<file path="config.mk">
export PLATFORM = sky130hd
export DESIGN_NAME = cpu_test_sequencer
export DESIGN_NICKNAME = d
export VERILOG_FILES = /design/src/rtl/cpu_pkg.sv /design/src/rtl/seq_check_table.sv /design/src/rtl/cpu_test_sequencer.sv
export SDC_FILE = /design/constraint.sdc
export NUM_CORES = 1
export LEC_CHECK = 0
export CAP_MARGIN = 20
export CORE_MARGIN = 3
export CORE_UTILIZATION = 45
export DETAILED_ROUTE_END_ITERATION = 10
export HOLD_SLACK_MARGIN = 0.03
export PLACE_DENSITY = 0.76
export REMOVE_ABC_BUFFERS = 1
export SYNTH_ARGS = -nofsm -noshare
export SYNTH_HDL_FRONTEND = slang
export SYNTH_SLANG_ARGS = --single-unit
export TNS_END_PERCENT = 30
</file>
<file path="constraint.sdc">
create_clock -name clk -period 8.2 [get_ports clk]
set_input_delay 1.64 -clock clk [delete_from_list [all_inputs] [get_ports clk]]
set_output_delay 1.64 -clock clk [all_outputs]
set_load 0.1 [all_outputs]
</file>
<file path="src/rtl/cpu_pkg.sv">
// Shared types for the CPU test sequencer: sequencer states, load-beat kinds
// and default word widths.
package cpu_pkg;

    localparam int IW_DEF = 34;
    localparam int DW_DEF = 32;
    localparam int AW_DEF = 16;

    typedef enum logic [2:0] {
        ST_IDLE      = 3'd0,
        ST_LOAD      = 3'd1,
        ST_RUN       = 3'd2,
        ST_CHECK_RD  = 3'd3,
        ST_CHECK_CMP = 3'd4,
        ST_DONE      = 3'd5
    } seq_state_t;

    typedef enum logic [1:0] {
        KIND_IMEM  = 2'b00,
        KIND_DMEM  = 2'b01,
        KIND_CHECK = 2'b10,
        KIND_RSVD  = 2'b11
    } ld_kind_t;

endpackage

</file>
<file path="src/rtl/seq_check_table.sv">
// Append-only table of {address, expected data} checks with a random-access
// read port. Entries are not reset; only the fill count is.
module seq_check_table #(
    parameter int NUM_CHECKS = 8,
    parameter int AW         = 16,
    parameter int DW         = 32,
    localparam int CNTW      = $clog2(NUM_CHECKS + 1),
    localparam int IDXW      = $clog2(NUM_CHECKS)
) (
    input  logic            clk,
    input  logic            reset,
    input  logic            clear,
    input  logic            append,
    input  logic [AW-1:0]   app_addr,
    input  logic [DW-1:0]   app_data,
    input  logic [IDXW-1:0] rd_idx,
    output logic [AW-1:0]   rd_addr,
    output logic [DW-1:0]   rd_data,
    output logic [CNTW-1:0] count,
    output logic            full
);

    localparam logic [CNTW-1:0] FULL_CNT = CNTW'(NUM_CHECKS);

    logic [AW-1:0]   addr_mem [NUM_CHECKS];
    logic [DW-1:0]   data_mem [NUM_CHECKS];
    logic [CNTW-1:0] count_q;
    logic [CNTW-1:0] count_d;

    assign full    = (count_q == FULL_CNT);
    assign count   = count_q;
    assign rd_addr = addr_mem[rd_idx];
    assign rd_data = data_mem[rd_idx];

    always_comb begin
        count_d = count_q;
        if (clear) begin
            count_d = '0;
        end else if (append && !full) begin
            count_d = count_q + 1'b1;
        end
    end

    always_ff @(posedge clk) begin
        if (append && !full && !clear) begin
            addr_mem[count_q[IDXW-1:0]] <= app_addr;
            data_mem[count_q[IDXW-1:0]] <= app_data;
        end
    end

    always_ff @(posedge clk or posedge reset) begin
        if (reset) begin
            count_q <= '0;
        end else begin
            count_q <= count_d;
        end
    end

endmodule

</file>
<file path="src/rtl/cpu_test_sequencer.sv">
// Loads a tagged program/data/check stream into the CPU memories, runs the CPU
// until halt or timeout, then reads back every check and reports the verdict.
module cpu_test_sequencer
    import cpu_pkg::*;
#(
    parameter int IW         = IW_DEF,
    parameter int DW         = DW_DEF,
    parameter int AW         = AW_DEF,
    parameter int NUM_CHECKS = 8,
    parameter int TIMEOUT    = 4096,
    localparam int CW        = $clog2(TIMEOUT + 1),
    localparam int FW        = $clog2(NUM_CHECKS),
    localparam int CNTW      = $clog2(NUM_CHECKS + 1)
) (
    input  logic          clk,
    input  logic          reset,
    input  logic          start,
    input  logic          ld_valid,
    output logic          ld_ready,
    input  logic [1:0]    ld_kind,
    input  logic          ld_last,
    input  logic [AW-1:0] ld_addr,
    input  logic [IW-1:0] ld_wdata,
    output logic          imem_we,
    output logic [AW-1:0] imem_addr,
    output logic [IW-1:0] imem_wdata,
    output logic          dmem_we,
    output logic          dmem_re,
    output logic [AW-1:0] dmem_addr,
    output logic [DW-1:0] dmem_wdata,
    input  logic [DW-1:0] dmem_rdata,
    input  logic          cpu_halt,
    output logic          cpu_reset,
    output logic          busy,
    output logic          done,
    output logic          pass,
    output logic          timeout,
    output logic [FW-1:0] fail_idx,
    output logic [CW-1:0] cycle_count,
    output seq_state_t    dbg_state
);

    localparam logic [CW-1:0] TIMEOUT_CNT = CW'(TIMEOUT);

    // Load stream handshake: a beat transfers on a cycle where ld_valid and
    // ld_ready are both 1; ld_ready depends only on state, never on ld_valid.
    seq_state_t    state_q, state_d;
    logic          last_q, last_d;
    logic          imem_we_q, imem_we_d;
    logic          dmem_we_q, dmem_we_d;
    logic [AW-1:0] addr_q, addr_d;
    logic [IW-1:0] wdata_q, wdata_d;
    logic [CW-1:0] cycle_q, cycle_d;
    logic          overflow_q, overflow_d;
    logic          mismatch_q, mismatch_d;
    logic          timeout_q, timeout_d;
    logic          pass_q, pass_d;
    logic [FW-1:0] fail_idx_q, fail_idx_d;
    logic [CNTW-1:0] idx_q, idx_d;

    logic            ld_xfer;
    logic            tbl_clear;
    logic            tbl_append;
    logic [AW-1:0]   tbl_rd_addr;
    logic [DW-1:0]   tbl_rd_data;
    logic [CNTW-1:0] tbl_count;
    logic            tbl_full;

    seq_check_table #(
        .NUM_CHECKS(NUM_CHECKS),
        .AW        (AW),
        .DW        (DW)
    ) u_check_table (
        .clk     (clk),
        .reset   (reset),
        .clear   (tbl_clear),
        .append  (tbl_append),
        .app_addr(ld_addr),
        .app_data(ld_wdata[DW-1:0]),
        .rd_idx  (idx_q[FW-1:0]),
        .rd_addr (tbl_rd_addr),
        .rd_data (tbl_rd_data),
        .count   (tbl_count),
        .full    (tbl_full)
    );

    // The cycle after the last beat stays in LOAD to retire its write.
    assign ld_ready    = (state_q == ST_LOAD) && !last_q;
    assign ld_xfer     = ld_valid && ld_ready;
    assign cpu_reset   = (state_q != ST_RUN);
    assign busy        = (state_q == ST_LOAD) || (state_q == ST_RUN) ||
                         (state_q == ST_CHECK_RD) || (state_q == ST_CHECK_CMP);
    assign done        = (state_q == ST_DONE);
    assign pass        = pass_q;
    assign timeout     = timeout_q;
    assign fail_idx    = fail_idx_q;
    assign cycle_count = cycle_q;
    assign dbg_state   = state_q;
    assign imem_we     = imem_we_q;
    assign imem_addr   = addr_q;
    assign imem_wdata  = wdata_q;
    assign dmem_we     = dmem_we_q;
    assign dmem_wdata  = wdata_q[DW-1:0];
    assign dmem_re     = (state_q == ST_CHECK_RD);
    assign dmem_addr   = (state_q == ST_CHECK_RD) ? tbl_rd_addr : addr_q;

    always_comb begin
        state_d    = state_q;
        last_d     = last_q;
        imem_we_d  = 1'b0;
        dmem_we_d  = 1'b0;
        addr_d     = addr_q;
        wdata_d    = wdata_q;
        cycle_d    = cycle_q;
        overflow_d = overflow_q;
        mismatch_d = mismatch_q;
        timeout_d  = timeout_q;
        pass_d     = pass_q;
        fail_idx_d = fail_idx_q;
        idx_d      = idx_q;
        tbl_clear  = 1'b0;
        tbl_append = 1'b0;

        case (state_q)
            ST_IDLE, ST_DONE: begin
                if (start) begin
                    state_d    = ST_LOAD;
                    last_d     = 1'b0;
                    cycle_d    = '0;
                    overflow_d = 1'b0;
                    mismatch_d = 1'b0;
                    timeout_d  = 1'b0;
                    pass_d     = 1'b0;
                    fail_idx_d = '0;
                    idx_d      = '0;
                    tbl_clear  = 1'b1;
                end
            end
            ST_LOAD: begin
                if (last_q) begin
                    state_d = ST_RUN;
                end else if (ld_xfer) begin
                    addr_d  = ld_addr;
                    wdata_d = ld_wdata;
                    last_d  = ld_last;
                    case (ld_kind_t'(ld_kind))
                        KIND_IMEM: imem_we_d = 1'b1;
                        KIND_DMEM: dmem_we_d = 1'b1;
                        KIND_CHECK: begin
                            if (tbl_full) begin
                                overflow_d = 1'b1;
                            end else begin
                                tbl_append = 1'b1;
                            end
                        end
                        default: ;
                    endcase
                end
            end
            ST_RUN: begin
                cycle_d = (cycle_q == TIMEOUT_CNT) ? cycle_q : cycle_q + 1'b1;
                idx_d   = '0;
                // Halt takes priority over a timeout landing in the same cycle.
                if (cpu_halt) begin
                    if (tbl_count == '0) begin
                        state_d = ST_DONE;
                        pass_d  = !overflow_q;
                    end else begin
                        state_d = ST_CHECK_RD;
                    end
                end else if (cycle_d == TIMEOUT_CNT) begin
                    state_d   = ST_DONE;
                    timeout_d = 1'b1;
                    pass_d    = 1'b0;
                end
            end
            ST_CHECK_RD: begin
                state_d = ST_CHECK_CMP;
            end
            ST_CHECK_CMP: begin
                if ((dmem_rdata != tbl_rd_data) && !mismatch_q) begin
                    mismatch_d = 1'b1;
                    fail_idx_d = idx_q[FW-1:0];
                end
                idx_d = idx_q + 1'b1;
                if (idx_d == tbl_count) begin
                    state_d = ST_DONE;
                    pass_d  = !mismatch_d && !overflow_q;
                end else begin
                    state_d = ST_CHECK_RD;
                end
            end
            default: state_d = ST_IDLE;
        endcase
    end

    always_ff @(posedge clk or posedge reset) begin
        if (reset) begin
            state_q    <= ST_IDLE;
            last_q     <= 1'b0;
            imem_we_q  <= 1'b0;
            dmem_we_q  <= 1'b0;
            addr_q     <= '0;
            wdata_q    <= '0;
            cycle_q    <= '0;
            overflow_q <= 1'b0;
            mismatch_q <= 1'b0;
            timeout_q  <= 1'b0;
            pass_q     <= 1'b0;
            fail_idx_q <= '0;
            idx_q      <= '0;
        end else begin
            state_q    <= state_d;
            last_q     <= last_d;
            imem_we_q  <= imem_we_d;
            dmem_we_q  <= dmem_we_d;
            addr_q     <= addr_d;
            wdata_q    <= wdata_d;
            cycle_q    <= cycle_d;
            overflow_q <= overflow_d;
            mismatch_q <= mismatch_d;
            timeout_q  <= timeout_d;
            pass_q     <= pass_d;
            fail_idx_q <= fail_idx_d;
            idx_q      <= idx_d;
        end
    end

endmodule
</file>
==> impl.org, run 1 <==
** STA
- The clock arrives with 0.0173 ns of skew.
- Setup violations remaining at the end of the flow were counted as 0.
- Tcrit/Tclk final :: 0.655
- At the pin with the least slew margin, the transition time is 1.01 ns.
- Across all hold checks on the routed design, the worst slack comes to 0.500 ns.
- FMAX :: 186 MHz
- Setup repair after global routing left no endpoint under its margin.
- Final hold violation count :: 0
- Final max-slew violation count :: 0
- Worst setup slack after layout :: 2.83 ns
- Setup_tns :: 0 ns
- Final critical-path required period :: 5.37 ns
- Measured against its own limit, the worst slew margin works out to 0.326.

** Synthesis
- After synthesis the netlist holds a flip-flop and latch count of 468.
- In the synthesized netlist the dominant register cell turns out to be edfxtp_1.
- Dividing the synthesized area by the synthesized cell count gives 17.7 um^2.
- Share of the yosys chip area belonging to registers :: 0.714
- In this run the cell area of the synthesized design comes to 0.0191 mm^2.
- Gate count after technology mapping :: 1,081
- After synthesis, the share of flip-flops with an asynchronous set or reset is 0.179.
- Yosys mapped a number of flops with a built-in enable equal to 384.
- Synth Warn # :: 0
- Number of distinct library cells after synthesis :: 51

** Cells and area
- Summing all non-filler instances in the final layout gives an area of 0.0233 mm^2.
- Nets :: 1,377
- The area growth from synthesis to layout is 21.8%.
- The multi-input combinational cells in the finished layout cover a total of 0.00499 mm^2.
- The filler cells instantiated in the layout total 3,073.
- Layout cell share with drive strength beyond 1 :: 0.180
- Area of all sequential standard cells :: 0.0136 mm^2

** Setup path
- Required time at the worst-slack endpoint :: 6.56 ns
- Crit path max fanout :: 48
- Together, buffers and inverters on the worst path number 1.
- STA puts the critical path data arrival time at 3.73 ns.
- The critical path is of the flop to output pin type.
- The worst setup path is captured at an output pin.
- Startpoint type of the worst setup path :: flop
- The critical path goes through mux4_2 > mux2i_1 > o21ai_0 > clkdlybuf4s50_1.
- In this design, the stage delay of the slowest critical-path cell is 1.02 ns.
- The slowest stage of the critical path belongs to the cell dfrtp_4.
- The kind of cell with the highest combined delay along the critical path is flip-flops.

** Clock tree
- Buffers inserted to repair hold after CTS numbered 0.
- Clock tree from TritonCTS :: done
- Maximum buffer depth of the clock tree :: 3
- For this design, the sink count on the clock tree is 468.
- Number of buffers added by the clock tree synthesis step :: 48
- The cell sitting at the root of the clock tree is a clkbuf_16.
- Once the clock tree was built, the setup fixing pass inserted 0 buffers.
- H-tree depth :: 2
- Clk_lat worst skew :: 0.57 ns
- After clock tree synthesis, the clock-pin slew on the worst setup and hold paths is 0.06 ns.
- Post-cts repair resize count :: 0

** GRT
- The number of antenna violations at the first check in global routing is 0.
- First-pass GRT wire length :: 63,900 um
- Largest net degree at the start of global routing :: 55
- After global routing the overflow that remains totals 0.
- For this run, the total global-route usage over all layers was measured as 0.188.
- Via count of the first global-routing pass :: 10,700

** Die
- Vertical die dimension :: 212 um
- In this run the standard cell core region covers 0.0414 mm^2.
- The die covers 0.0449 mm^2.
- The initial utilization of the core area, before any placement, comes to 0.461.
- The initialized floorplan defines 74 standard-cell rows.
- Number of primary I/O pins :: 216
- Die Wd :: 212 um

** Drt
- Wirelength, routed :: 41,800 um
- Remaining antenna violation count after routing :: 0
- In the routed layout, each cell is associated on average with a via count of 5.57.
- Detailed-router iteration count before antenna repair :: 5
- Number of remaining DRC errors :: 0
- Total number of vias :: 10,300
- The detailed router finished its first iteration with 841 violations.
- In the final routed layout, each cell accounts on average for 22.5 um.

** Power and ir drop
- Leakage Power :: 0.00793 uW
- Dividing total power by cell area gives a power density of 403 mW/mm^2.
- IR analysis of the VDD net gives a maximum drop of 0.000566 V.
- Power comes to 9380 uW.

** Placed design
- The congestion estimate from routability-driven global placement came to 0.811.
- Summed over all nets, the half-perimeter wirelength after detailed placement is 24,500 um.
- In this run the cell area measured after placement is 0.0216 mm^2.
- In this run the tool buffered the top-level ports with 215 buffer cells.
- OpenSTA, run right after detailed placement, puts the worst setup slack at 2.63 ns.

** Min path
- In this run the worst hold path is classified as flop to flop.

** Status
- The run finished with clean final reports.

** Run
- The tool flagged a number of max-cap violations equal to 0.
==> routing by layer <==
metal / wire length (um) / global-route usage / vias to the layer above
met1: 17600 / 0.255 / 5311
met2: 21000 / 0.314 / 343
met3: 2340 / 0.0344 / 60
li1: - / - / 4616
met4: 825 / 0.0517 / 0
met5: 0 / 0 / -
==> synth_stat cells, types with 10 or more instances <==
library cell	n	area (um^2)
a221oi_1	10	87.6
a22o_1	14	123
buf_2	12	60.1
buf_4	34	255
clkbuf_1	23	86.3
dfrtp_1	84	2100
edfxtp_1	384	11500
inv_1	12	45.0
mux2_2	53	597
mux2i_1	73	731
mux4_2	76	1710
nand2_1	77	289
nand3_1	10	50.1
nor2_1	31	116
nor3_1	11	55.1
o21ai_0	44	220
xor2_1	34	298
==> cell usage in the layout (no fill, tap or decap), types with 6 or more instances in the layout <==
cell type / n
clkdlybuf4s50_1: 215
clkbuf_16: 49
inv_1: 11
clkinv_2: 8
edfxtp_1: 384
a21oi_1: 8
nor2_4: 6
a22o_1: 14
clkinv_1: 8
xor2_1: 34
nand2_1: 76
buf_4: 17
dfrtp_1: 81
mux2i_1: 73
nor3_1: 9
o21ai_0: 44
mux4_2: 76
a221oi_1: 10
nand4_1: 6
clkbuf_1: 6
nor2_1: 25
nor4_1: 8
mux2_2: 53
nand3_1: 10
bufinv_16: 7
xnor2_1: 8
==> through the flow <==
stage                     instances  utilization
final                          1853        0.562
after global routing           1852        0.562
after CTS                      1852        0.562
after detailed placement       1764        0.523
after global placement         1764        0.523
after floorplan                1000            -
==> power breakdown <==
part           internal [uW]  switching, uW
sequential              2760            239
combinational           1170           2980
clock                   1340            902
total                   5260           4120
==> cell type report <==
class                      count  area share
sequential                   468       0.587
multi-input combinational    519       0.214
timing repair buffer         232      0.0980
clock buffer                  57      0.0549
tap                          532      0.0286
clock inverter                31      0.0150
inverter                      13     0.00221
antenna                        1    0.000108
==> flip-flops by register name, summed over array words and instances (netlist names), 3 cells and up <==
signal and flops:
cycle_count 13, dbg_state 3, fail_idx 3, idx_q 4
imem_addr 16, imem_wdata 34, u_check_table.addr_mem 128, u_check_table.count 4
u_check_table.data_mem 256
==> worst paths after layout <==
check / end / slack (ns) / cells after the start / startpoint
max: dmem_addr[1] / 2.83 / 4 / idx_q[0]
max reg2reg: u_check_table.data_mem[1][29] / 3.58 / 7 / dbg_state[2]
min: imem_wdata[32] / 0.50 / 1 / imem_wdata[32]
max in group asynchronous: idx_q[0] / 5.61 / 3 / reset
min in group asynchronous: imem_wdata[10] / 1.44 / 2 / reset
min reg2reg: imem_wdata[32] / 0.50 / 1 / imem_wdata[32]
==> cells by family after synthesis <==
group                    share of synthesized area
multiplexers                                 0.159
buffers and inverters                       0.0275
XOR/XNOR                                    0.0193
AO/OA/AOI/OAI                               0.0349
AND/OR/NAND/NOR                             0.0414
adder cells (fa/ha/maj)                    0.00328
flip-flops                                   0.714
(Power assumes the default switching activity.)
==> run 2, diff against run 1 <==
--- a/config.mk
+++ b/config.mk
@@ -10,7 +10,7 @@
 export CORE_UTILIZATION = 45
 export DETAILED_ROUTE_END_ITERATION = 10
 export HOLD_SLACK_MARGIN = 0.03
-export PLACE_DENSITY = 0.76
+export PLACE_DENSITY = 0.79
 export REMOVE_ABC_BUFFERS = 1
 export SYNTH_ARGS = -nofsm -noshare
 export SYNTH_HDL_FRONTEND = slang
==> constraint.sdc (replaced) <==
create_clock -name clk -period 4.54 [get_ports clk]
set_input_delay 0.908 -clock clk [delete_from_list [all_inputs] [get_ports clk]]
set_output_delay 0.908 -clock clk [all_outputs]
set_load 0.1 [all_outputs]
==> impl.org, run 2 (synthesis gave the netlist of run 1 again) <==
** Drt
- Vias per cell :: 5.58 (+0.11%)
- Total number of vias :: 10,400 (+0.81%)
- The number of nets with antenna violations after routing was 0 (unchanged).
- The post-detailed-routing wire length came to 42,200 um (+0.96%).
- The number of DRC violations after detailed-routing iteration 0 is 933 (+11%).
- The iteration count of the initial detailed-routing pass was 7 (+2).
- Number of remaining DRC errors :: 0 (unchanged)
- The wire length per cell after detailed routing is 22.6 um (+0.25%).

** Cells and area
- Number of flip-flops in the largest register :: 256 (unchanged)
- Leaving out fill and tap cells, the most frequent cells in the layout are 384 x edfxtp_1, 196 x clkdlybuf4s50_1, 81 x dfrtp_1.
- The number of antenna diodes came to 0 (-1).
- The final net count came to 1,390 (+0.94%).
- Finished layout cell area :: 0.0234 mm^2 (+0.65%)
- Number of fillers in the final layout :: 3,073 (unchanged)
- The multi-input logic area came to 0.00499 mm^2 (unchanged).
- Most common cell after layout, fill and taps aside :: edfxtp_1
- Layout cell share with drive strength beyond 1 :: 0.204 (+0.0236)
- Area of all sequential standard cells :: 0.0136 mm^2 (unchanged)
- Relative to the synthesized area, the layout overhead comes to 22.6%.
- Final Instance Count excl. Fillers :: 1,866 (+0.70%)

** STA
- The count of pins over their slew limit came to 0 (unchanged).
- The final critical-path setup slack was 0.638 ns (-2.19 ns).
- The relative slew slack came to 0.325 (-0.000577).
- Worst Tran Pin Value :: 1.01 ns (+0.000862 ns)
- The post-route worst hold slack was 0.513 ns (+0.0123 ns).
- Tcrit/Tclk final :: 0.859
- Final setup viols :: 0 (unchanged)
- Final hold violation count :: 0 (unchanged)
- For this run, the top clock speed supported by timing is 256 MHz.
- Setup Skew :: 0.0175 ns (+0.000242 ns)
- Setup repair after global routing left no endpoint under its margin.
- Counting I/O delays and the setup requirement, the final critical path takes 3.90 ns.

** Setup path
- Reg-to-reg endpoint :: fail_idx[2]
- The required arrival time at the worst endpoint was 3.63 ns (-2.93 ns).
- The critical path goes through nor2b_1 > nand2_1 > buf_4 > o21ai_0 > buf_4.
- Worst reg-to-reg setup slack :: 1.00 ns (-2.58 ns)
- The cell depth of the worst flop-to-flop path was 9 (+2).
- Critical path startpoint :: dbg_state[1]
- Crit-path most repeated cell :: buf_4
- Data arrival time of the worst path :: 2.99 ns (-0.74 ns)
- The startpoint identified for the worst register-to-register timing path is idx_q[0].
- Kind of critical path :: flop to output pin
- The top fanout value on the critical path is 30 (-38%).
- The slowest stage of the critical path belongs to the cell dfrtp_1.
- The delay of the slowest critical-path stage is 0.73 ns (-0.29 ns).
- CP Capture Type :: output pin
- Startpoint type of the worst setup path :: flop

** Power and ir drop
- Comb power frac :: 0.447 (+0.005)
- The static leakage came to 0.00804 uW (+1.4%).
- The part of the power in registers was 0.317 (-0.003).
- Final Power :: 17,000 uW (+81%)
- Switching share of power :: 0.440 (+0.000901)
- The power share of the clock group was 0.236 (-0.003).
- The internal power of the cells came to 9510 uW (+81%).
- Net switching power figure :: 7470 uW (+81%)
- The worst IR drop on VDD came to 0.000743 V (+31%).
- The power density relative to cell area is 725 mW/mm^2 (+80%).

** Placed design
- Minimum setup slack after placement :: 0.795 ns (-1.83 ns)
- Total placed cells including tap cells :: 1,778 (+0.79%)
- Placer Congestion :: 0.857 (+5.7%)
- The standard cell area after detailed placement came to 0.0218 mm^2 (+0.68%).
- Final HPWL DP :: 25,000 um (+1.8%)
- The count of buffers from port buffering is 215 (unchanged).

** GRT
- The number of antenna violations at the first check in global routing is 1 (+1).
- Via count of the first global-routing pass :: 10,900 (+1.3%)
- Largest net degree at the start of global routing :: 66 (+20%)
- The total global-route track usage came to 0.191 (+0.00322).
- GRT Residual Overflow :: 0 (unchanged)
- The wire length of the first global-routing pass is 64,900 um (+1.5%).

** Clock tree
- Clock tree from TritonCTS :: done
- The number of gates resized after CTS came to 0 (unchanged).
- Clock slew seen by the registers of the worst setup and hold paths :: 0.06 ns (about the same)
- The maximum clock path buffer count is 3 (unchanged).
- Post-CTS setup repair buffer count :: 0 (unchanged)
- The number of clock sinks came to 468 (unchanged).
- The total clock buffers created by CTS is 47 (-2.1%).
- CTS placed an instance of clkbuf_16 at the clock tree root.
- H-tree depth :: 2 (unchanged)
- The total of hold buffers inserted after clock tree synthesis came to 0 (unchanged).
- The source-to-sink clock delay at the later pin of the worst-skew pair was 0.57 ns (about the same).

** Min path
- The worst hold path belongs to the class flop to flop.
- The path with the worst hold slack has its endpoint at timeout.
- Hold Crit Start :: timeout
- Number of cells on the worst hold path :: 1 (unchanged)

** Die
- The starting utilization of the core area was 0.461 (unchanged).
- The vertical die dimension is 212 um (unchanged).
- The area of the core came to 0.0414 mm^2 (unchanged).
- Die Wd :: 212 um (unchanged)
- The area enclosed by the die boundary came to 0.0449 mm^2 (unchanged).
- Placement Rows :: 74 (unchanged)
- The I/O pin count is 216 (unchanged).

** Run
- The total of max-cap violations is 0 (unchanged).

** Status
- The flow ran to the end, and the final reports show no timing, DRC or antenna violations.
run 2: worst max path at each step:
stage	endpoint	depth (start not counted)	slack (ns)
2_1_floorplan	u_check_table.addr_mem[0][0]	6	-5.36
3_3_place_gp	cpu_reset	4	0.93
3_5_place_dp	cpu_reset	4	0.79
4_1_cts	cpu_reset	4	0.17
5_1_grt	cpu_reset	4	0.38
6_report	dmem_addr[6]	5	0.64
run 2: routing by layer:
metal / track usage / vias to the layer above / wire [um]
li1: - / 4627 / -
met1: 0.261 / 5417 / 18100
met2: 0.321 / 311 / 21200
met3: 0.0329 / 57 / 2160
met4: 0.0501 / 2 / 704
met5: 0 / - / 7
run 2: through the flow:
| stage | setup TNS, ns | utilization |
|---|---|---|
| after global placement | 0 | 0.526 |
| after floorplan | -1832.96 | - |
| after detailed placement | 0 | 0.526 |
| final | 0 | 0.565 |
| after global routing | 0 | 0.565 |
| after CTS | 0 | 0.565 |
run 2: power by group through the flow:
| stage | Sequential, uW | Combinational, uW | Clock [uW] |
|---|---|---|---|
| finish | 5380 | 7590 | 4000 |
| CTS | 5380 | 7640 | 4090 |
| floorplan | 8520 | 2810 | 0 |
| detailed placement | 5470 | 7620 | 0 |
| global route | 5440 | 7890 | 4270 |
| global placement | 5440 | 7540 | 0 |
run 2: area by class of cell:
cell class,count,area share
Multi-Input combinational cell,519,0.213
Clock inverter,30,0.0149
Sequential cell,468,0.583
Tap cell,532,0.0284
Inverter,13,0.00219
Timing Repair Buffer,246,0.104
Clock buffer,58,0.0546
run 2: worst max-delay path: cells and delay by family (launching register included):
family / cells / cell delay (ns)
flip-flops: 1 / 0.73
AO/OA/AOI/OAI: 1 / 0.26
AND/OR/NAND/NOR: 2 / 0.67
buffers and inverters: 2 / 0.71
==> run 3, diff against run 2 <==
--- a/config.mk
+++ b/config.mk
@@ -7,10 +7,11 @@
 export LEC_CHECK = 0
 export CAP_MARGIN = 20
 export CORE_MARGIN = 3
-export CORE_UTILIZATION = 45
+export CORE_UTILIZATION = 25
+export CTS_CLUSTER_SIZE = 25
 export DETAILED_ROUTE_END_ITERATION = 10
 export HOLD_SLACK_MARGIN = 0.03
-export PLACE_DENSITY = 0.79
+export PLACE_DENSITY = 0.53
 export REMOVE_ABC_BUFFERS = 1
 export SYNTH_ARGS = -nofsm -noshare
 export SYNTH_HDL_FRONTEND = slang
==> impl.org, run 3 (synthesis gave the netlist of run 1 again) <==
** GRT
- The wire length of the first global-routing pass came to 72,200 um (+11%).
- GRT Residual Overflow :: 0 (unchanged)
- The maximum number of pins on one net before global-route repair came to 78 (+18%).
- Via count of the first global-routing pass :: 11,000 (+0.70%)
- The total global-route track usage came to 0.121 (-0.0693).
- The number of antenna violations at the first check in global routing was 2 (+1).

** Clock tree
- The number of clock sinks was 468 (unchanged).
- Maximum buffer depth of the clock tree :: 3 (unchanged)
- H-tree depth :: 2 (unchanged)
- CTS Root Cell :: clkbuf_16
- Post-cts hold buffer count :: 0 (unchanged)
- Clock slew seen by the registers of the worst setup and hold paths :: 0.06 ns (about the same)
- The number of gates resized after CTS was 0 (unchanged).
- Clk_lat worst skew :: 0.61 ns (+0.04 ns)
- The buffer count from post-CTS setup fixing came to 0 (unchanged).
- The total clock buffers created by CTS was 53 (+13%).
- Clock tree from TritonCTS :: done

** Die
- CORE AREA :: 0.0751 mm^2 (+81%)
- Floorplan die area :: 0.0797 mm^2 (+77%)
- Die Wd :: 282 um (+33%)
- The starting utilization of the core area came to 0.254 (-0.207).
- Placement Rows :: 100 (+35%)
- Vertical die dimension :: 282 um (+33%)
- Number of primary I/O pins :: 216 (unchanged)

** STA
- The highest attainable clock frequency was 252 MHz (-1.7%).
- RSZ-0062 raised after global routing :: false
- The setup total negative slack was 0 ns (unchanged).
- The relative slew slack was 0.277 (-0.0481).
- Final critical-path required period :: 3.97 ns (+0.0693 ns)
- The number of endpoints with negative hold slack in the final report is 0 (unchanged).
- Worst Tran Pin Value :: 1.08 ns (+0.0719 ns)
- The post-route clock skew was 0.0254 ns (+0.00784 ns).
- The count of pins over their slew limit came to 0 (unchanged).
- Tcrit/Tclk final :: 0.875 (+0.0153)
- The number of endpoints failing setup at the final stage is 0 (unchanged).

** Drt
- Initial DRC count :: 733 (-21%)
- Vias per cell :: 4.46 (-20%)
- Detailed-router iteration count before antenna repair :: 5 (-2)
- The wire length per cell after detailed routing is 21.0 um (-7.3%).
- Total number of vias :: 10,300 (-0.73%)
- Remaining antenna violation count after routing :: 0 (unchanged)
- Wirelength, routed :: 48,600 um (+15%)
- The post-detailed-route DRC marker count is 0 (unchanged).

** Min path
- The tightest min-delay check is of the flop to flop type.

** Setup path
- Walking the worst path, the cells encountered are nor2b_1 > nand2_2 > buf_4 > o21ai_0 > buf_4.
- Capture point of the critical path :: dmem_addr[13]
- The top fanout value on the critical path is 17 (-43%).
- Startpoint type of the worst setup path :: flop
- Crit-path most repeated cell :: buf_4
- Kind of critical path :: flop to output pin
- Required time at the worst-slack endpoint :: 3.63 ns (about the same)
- The arrival time at the worst endpoint was 3.06 ns (+0.07 ns).
- The cell depth of the worst flop-to-flop path is 10 (+1).
- Slowest cell on the critical path :: dfrtp_1
- Maximum cell stage delay along the critical path :: 0.57 ns (-0.16 ns)
- The most critical setup path has its startpoint at dbg_state[2].
- Reg-to-reg endpoint :: fail_idx[0]
- Worst reg-to-reg setup slack :: 0.75 ns (-0.25 ns)
- STA classifies the critical path endpoint as an output pin.
- Reg-to-reg critical path startpoint :: idx_q[0]

** Placed design
- Total placed cells including tap cells :: 2,218 (+25%)
- The half-perimeter wire length of the detailed placement result came to 30,700 um (+23%).
- Placer Congestion :: 0.813 (-5.1%)
- The count of buffers from port buffering was 215 (unchanged).

** Cells and area
- Top library cells by usage in the layout, fill and taps aside :: 384 x edfxtp_1, 196 x clkdlybuf4s50_1, 81 x dfrtp_1
- Compared with the post-synthesis result, the final layout area differs by 26.0%.
- The library cell used most frequently in the layout, excluding fill and tap cells, is edfxtp_1.
- The number of flip-flops in the largest register came to 256 (unchanged).
- The post-layout instance count excluding filler cells was 2,318 (+24%).
- The number of antenna diodes came to 0 (unchanged).
- Layout cell share with drive strength beyond 1 :: 0.207 (+0.00292)
- Nets :: 1,399 (+0.65%)

** Power and ir drop
- Total power per unit cell area :: 722 mW/mm^2 (-0.49%)
- The static leakage is 0.00810 uW (+0.67%).
- The worst IR drop on VDD came to 0.000846 V (+14%).

** Run
- # Max-Cap Violations :: 0 (unchanged)

** Status
- Outcome :: finished clean
==> run 3: cell type report <==
cell class,count,area (um^2)
fillers,7293,51000
repair buffers,249,2400
well taps,969,1210
flip-flops and latches,468,13600
multi-input cells,519,4990
clock inverters,35,364
clock buffers,65,1390
inverters,13,51.3
==> run 3: metrics by stage <==
step | util | area, um^2 | total power [uW] | setup slack (ns) | hold slack [ns]
after global routing | 0.320 | 24100 | 18100 | 0.333 | 0.524
final | 0.320 | 24100 | 17400 | 0.569 | 0.508
after floorplan | - | 18600 | 11300 | -5.36 | 0.464
after detailed placement | 0.297 | 22300 | 13200 | 0.614 | 0.489
after CTS | 0.320 | 24100 | 17600 | 0.402 | 0.502
after global placement | 0.297 | 22300 | 13200 | 0.688 | 0.483
==> run 3: worst min path at each step <==
stage | startpoint | endpoint | slack (ns) | cells after the start
3_5_place_dp | mismatch_q | mismatch_q | 0.49 | 2
6_report | mismatch_q | mismatch_q | 0.51 | 2
2_1_floorplan | overflow_q | overflow_q | 0.46 | 2
5_1_grt | imem_wdata[33] | imem_wdata[33] | 0.52 | 1
4_1_cts | mismatch_q | mismatch_q | 0.50 | 2
3_3_place_gp | mismatch_q | mismatch_q | 0.48 | 2
==> run 3: power by group <==
group	internal [uW]	total, uW	leakage, uW	switching [uW]
clock	2540	4290	0.000843	1760
combinational	2130	7740	0.00275	5610
sequential	4990	5330	0.00450	340
==> run 3: per-layer routing <==
metal / share of wire / track usage / up-vias
met5: 0.00045 / 0 / -
met4: 0.015 / 0.0240 / 4
met3: 0.050 / 0.0260 / 66
met2: 0.47 / 0.197 / 266
met1: 0.46 / 0.169 / 5344
li1: - / - / 4658
==> run 3: worst max-delay path, delay by kind of cell (launching register included) <==
kind	cells	cell delay [ns]
flip-flops	1	0.57
buffers and inverters	2	0.76
AO/OA/AOI/OAI	1	0.35
AND/OR/NAND/NOR	2	0.78
